`src/rtl/row_cmd_loader.sv`:
```
// row_cmd_loader: parses 'L',row,pixels byte records into framebuffer writes with timeout and discard recovery
module row_cmd_loader #(
  parameter int PIXELS_PER_ROW = 32,
  parameter int COL_BITS = 5,
  parameter int ROW_BITS = 5,
  parameter logic [7:0] HEADER_BYTE = 8'h4C,
  parameter int TIMEOUT_TICKS = 2000,
  parameter int TIMEOUT_WIDTH = 11
) (
  input  logic                         clk_in,
  input  logic                         reset,
  input  logic [7:0]                   rx_data,
  input  logic                         rx_valid,
  output logic                         wr_en,
  output logic [ROW_BITS+COL_BITS-1:0] wr_addr,
  output logic [15:0]                  wr_data,
  output logic                         row_done,
  output logic [ROW_BITS-1:0]          row_done_index,
  output logic                         err,
  output logic                         busy
);
  localparam int REM_W = $clog2(2*PIXELS_PER_ROW+1);
  typedef enum logic [2:0] {IDLE, ROW, PIX_HI, PIX_LO, DISCARD} state_t;
  state_t state, state_n;
  logic [ROW_BITS-1:0] row;
  logic [COL_BITS-1:0] col;
  logic [7:0] hi;
  logic [REM_W-1:0] remaining;
  logic [TIMEOUT_WIDTH-1:0] tcnt;
  logic timeout, row_ok, last;
  always_comb begin
    timeout = state != IDLE && !rx_valid && tcnt == TIMEOUT_WIDTH'(TIMEOUT_TICKS-1);
    row_ok = (rx_data >> ROW_BITS) == 8'd0;
    last = col == COL_BITS'(PIXELS_PER_ROW-1);
    busy = state != IDLE;
    state_n = state;
    if (timeout)
      state_n = IDLE;
    else if (rx_valid)
      case (state)
        IDLE:    state_n = rx_data == HEADER_BYTE ? ROW : IDLE;
        ROW:     state_n = row_ok ? PIX_HI : DISCARD;
        PIX_HI:  state_n = PIX_LO;
        PIX_LO:  state_n = last ? IDLE : PIX_HI;
        DISCARD: state_n = remaining == REM_W'(1) ? IDLE : DISCARD;
        default: state_n = IDLE;
      endcase
  end
  always_ff @(posedge clk_in or posedge reset)
    if (reset)
      state <= IDLE;
    else
      state <= state_n;
  // the byte beats the timeout: a strobe on the would-be expiry cycle clears the count
  always_ff @(posedge clk_in or posedge reset)
    if (reset) begin
      row <= '0;
      col <= '0;
      hi <= '0;
      remaining <= '0;
      tcnt <= '0;
      wr_en <= 1'b0;
      wr_addr <= '0;
      wr_data <= '0;
      row_done <= 1'b0;
      row_done_index <= '0;
      err <= 1'b0;
    end else begin
      wr_en <= 1'b0;
      row_done <= 1'b0;
      err <= timeout;
      tcnt <= (state == IDLE || rx_valid || timeout) ? '0 : tcnt + 1'b1;
      if (rx_valid)
        case (state)
          ROW: begin
            if (row_ok) row <= rx_data[ROW_BITS-1:0];
            col <= '0;
            remaining <= REM_W'(2*PIXELS_PER_ROW);
            err <= !row_ok;
          end
          PIX_HI: hi <= rx_data;
          PIX_LO: begin
            wr_en <= 1'b1;
            wr_addr <= {row, col};
            wr_data <= {hi, rx_data};
            col <= col + 1'b1;
            if (last) begin
              row_done <= 1'b1;
              row_done_index <= row;
            end
          end
          DISCARD: remaining <= remaining - 1'b1;
          default: ;
        endcase
    end
endmodule

```
`config.mk`:
```
export PLATFORM = sky130hd
export DESIGN_NAME = row_cmd_loader
export DESIGN_NICKNAME = d
export VERILOG_FILES = /design/src/rtl/row_cmd_loader.sv
export SDC_FILE = /design/constraint.sdc
export NUM_CORES = 1
export LEC_CHECK = 0
export ABC_CLOCK_PERIOD_IN_PS = 3750
export BUFFER_PORTS_ARGS = -buffer_cell sky130_fd_sc_hd__buf_2
export CORE_UTILIZATION = 50
export DETAILED_ROUTE_END_ITERATION = 10
export PLACE_DENSITY = 0.83
export SYNTH_ARGS = -nofsm -noshare
export SYNTH_HDL_FRONTEND = slang
export SYNTH_SLANG_ARGS = --single-unit
```
`constraint.sdc`:
```
create_clock -name clk_in -period 3.75 [get_ports clk_in]
set_input_delay 0.75 -clock clk_in [delete_from_list [all_inputs] [get_ports clk_in]]
set_output_delay 0.75 -clock clk_in [all_outputs]
set_load 0.02 [all_outputs]
```
==> flow_summary.ini <==
[critical_path]
rrSetupSlack_ns = 1.69
crit_chain = or3_1 > buf_2
r2r_end = row_done_index[0]$_DFFE_PP0P_
worstRegToRegCells = 6
max_stage_delay_ns = 0.56
cp-end-kind = output port
cpMaxStageDelayCell = dfrtp_1
arrival_ns = 1.60
crit_fanout = 16
startpoint_type = flop
crit_type = reg2out
regToRegStartpoint = state[0]$_DFFE_PP0P_
required_ns = 3.00

[die]
die-width_um = 82.1
die_h_um = 82.1
start_util_pct = 52.9
num_io_pins = 46
num_rows = 28
coreArea_sq_um = 6060
design.die.area_sq_um = 6740

[clock_network]
cts_hold_buf = 0
cts_tree = done
cts_buffer_depth = 2
clk_latency_ns = 0.36
clkSlewWorstSetupHoldPaths_ns = 0.08
cts_sinks = 73
ctsRootBufferMaster = clkbuf_8
cts_setup_buffers = 0
post_cts_resized = 0
cts_max_level = 3
cts_inserted_buffers = 9

[global_routing]
use_met3_pct = 6.92
use_met1_pct = 25.4
grtUsageMet2_pct = 37.2
grt_pass1_wl_mm = 10.7
grt-busiest-layer = met2
grt_max_degree = 46
grt_pass1_vias = 2356
grtUsageTotal_pct = 21.7
antenna_found_initial = 0
grt_overflow_total = 0

[synth]
synth_warnings = 0
synth_top_area_cell = dfrtp_1
yosysUniqueCellTypes = 47
post-synth-top-count-cell = nand2_1
ys_dominant_reg_cell = dfrtp_1
syn-cell-area_sq_um = 3210
synth_area_leaders = dfrtp_1 57%, nand2_1 11%, mux2_2 6.7%
async_reset_ff_share_pct = 100
yosysSeqAreaShare_pct = 56.9
synth_edf_count = 0
yosys-top-cells-count = 94 x nand2_1, 73 x dfrtp_1, 19 x mux2_2
postSynthAreaPerCell_sq_um = 10.4
syn-num-nets = 325
synth.top_cell.area_share_pct = 56.9
syn_inst = 309
ys_ff_latch = 73

[routing]
drt_iter0_drc = 121
via_per_inst = 5.68
drc_errors = 0
wl_per_cell_um = 15.0
ant_nets = 0
first_pass_iters = 4
drt_wl_total_mm = 6.54
vias = 2475

[finish]
drive_gt1_share_pct = 24.9
nets = 372
regArea_sq_um = 1830
multiInputGateArea_sq_um = 1290
n_fill_cell = 475
area_growth_pct = 15.5
antenna_cells = 0

[sta]
whs_ns = 0.467
skew_ns = 0.00593
timing.fmax_mhz = 426
finalCritPeriodShare_pct = 62.6
finalHoldViolCount = 0
min_period_ns = 2.35
slew_violations = 0
rsz0062_at_grt = no
finalSetupViolCount = 0
fin_tns_setup_ns = 0
worst_pin_slew_ns = 0.924
slew_headroom_pct = 38.3

[pwr]
ir_drop_mv = 0.316
p_leak_nw = 1.94
p_sw_share_pct = 28.5
combPwrFrac_pct = 13.6
cell_internal_pwr_w = 0.00130
power.density_nw_per_um2 = 492
p_switching_w = 0.000520
p_seq_share_pct = 52.0
power_frac_clock_pct = 34.4

[place]
dp_hpwl_mm = 4.57
gp_congestion = 0.760
io_buffers = 45

[worst_hold_path]
hold_path.class = reg2reg
holdPathEnd = wr_data[13]$_DFFE_PP0P_
hp-start = hi[5]$_DFFE_PP0P_
min_path_cells = 2

[outcome]
status = finished, final reports clean

[run]
drv_cap = 0
-- placed cells by master (no fill, tap or decap), types with 4 or more instances in the layout --
cell type and n:
nand2b_1 6, o21ai_0 10, buf_2 45, dfrtp_1 73, or4_1 4, buf_4 5, nand3_1 7, a211oi_1 5
o31ai_1 4, nor3_1 8, mux2_2 19, nand2_1 94, or3_1 5, ha_1 5, inv_1 6, clkbuf_8 9
-- metrics by stage --
| step | cells | instance area (sq um) | setup WS, ns | util, % | power, W |
|---|---|---|---|---|---|
| 3_3_place_gp | 420 | 3500 | 1.44 | 57.8 | 0.00119 |
| 6_report | 436 | 3700 | 1.40 | 61.1 | 0.00182 |
| 4_1_cts | 436 | 3700 | 1.40 | 61.1 | 0.00184 |
| 3_5_place_dp | 420 | 3500 | 1.39 | 57.8 | 0.00121 |
| 2_1_floorplan | 309 | 3210 | 1.15 | - | 0.00114 |
| 5_1_grt | 436 | 3700 | 1.36 | 61.1 | 0.00191 |
-- critical path: cells and delay by family, from the launching register on --
kind | cells | cell delay (ns)
AND/OR/NAND/NOR | 1 | 0.50
flip-flops | 1 | 0.56
buffers and inverters | 1 | 0.19
-- power groups by stage --
stage | clock [W] | combinational (W) | sequential, W
after global placement | 0 | 0.000241 | 0.000953
after global routing | 0.000674 | 0.000278 | 0.000959
after floorplan | 0 | 0.000212 | 0.000928
after detailed placement | 0 | 0.000250 | 0.000961
after CTS | 0.000639 | 0.000252 | 0.000946
final | 0.000628 | 0.000248 | 0.000948
-- per-layer routing --
metal	wire length (um)	part of all wire, %
met2	3230	49
met4	84	1.3
met1	2830	43
met5	0	0
met3	397	6.1
-- kinds of logic after synthesis --
family | after synthesis | share of synthesized area [%]
flops | 73 | 56.9
fa+ha+maj | 5 | 1.95
mux | 22 | 7.61
xor+xnor | 4 | 1.09
buf+inv | 21 | 2.73
compound gates | 33 | 6.83
simple gates | 151 | 22.9
-- worst max path at each step --
| stage | startpoint | end | slack [ns] | depth (start not counted) |
|---|---|---|---|---|
| after floorplan | reset | col[0]$_DFFE_PP0P_ | 1.15 | 1 |
| after global placement | rx_valid | row_done_index[2]$_DFFE_PP0P_ | 1.44 | 7 |
| after detailed placement | rx_valid | row_done_index[0]$_DFFE_PP0P_ | 1.39 | 7 |
| after CTS | state[0]$_DFFE_PP0P_ | busy | 1.40 | 2 |
| after global routing | state[0]$_DFFE_PP0P_ | busy | 1.36 | 2 |
| final | state[0]$_DFFE_PP0P_ | busy | 1.40 | 2 |
-- registers in the layout, indices dropped and copies added, names as in the netlist --
signal          cells
col                 5
err                 1
hi                  8
remaining           7
row                 5
row_done            1
row_done_index      5
state               3
tcnt               11
wr_addr            10
wr_data            16
wr_en               1
-- layout make-up --
cell class / instances / share of cell area (%)
clock buffer: 9 / 3.34
clock inverter: 7 / 2.09
inverter: 7 / 0.709
multi-input combinational: 215 / 34.9
sequential: 73 / 49.3
tap: 75 / 2.53
timing repair buffer: 50 / 7.09
(Power assumes the default switching activity.)
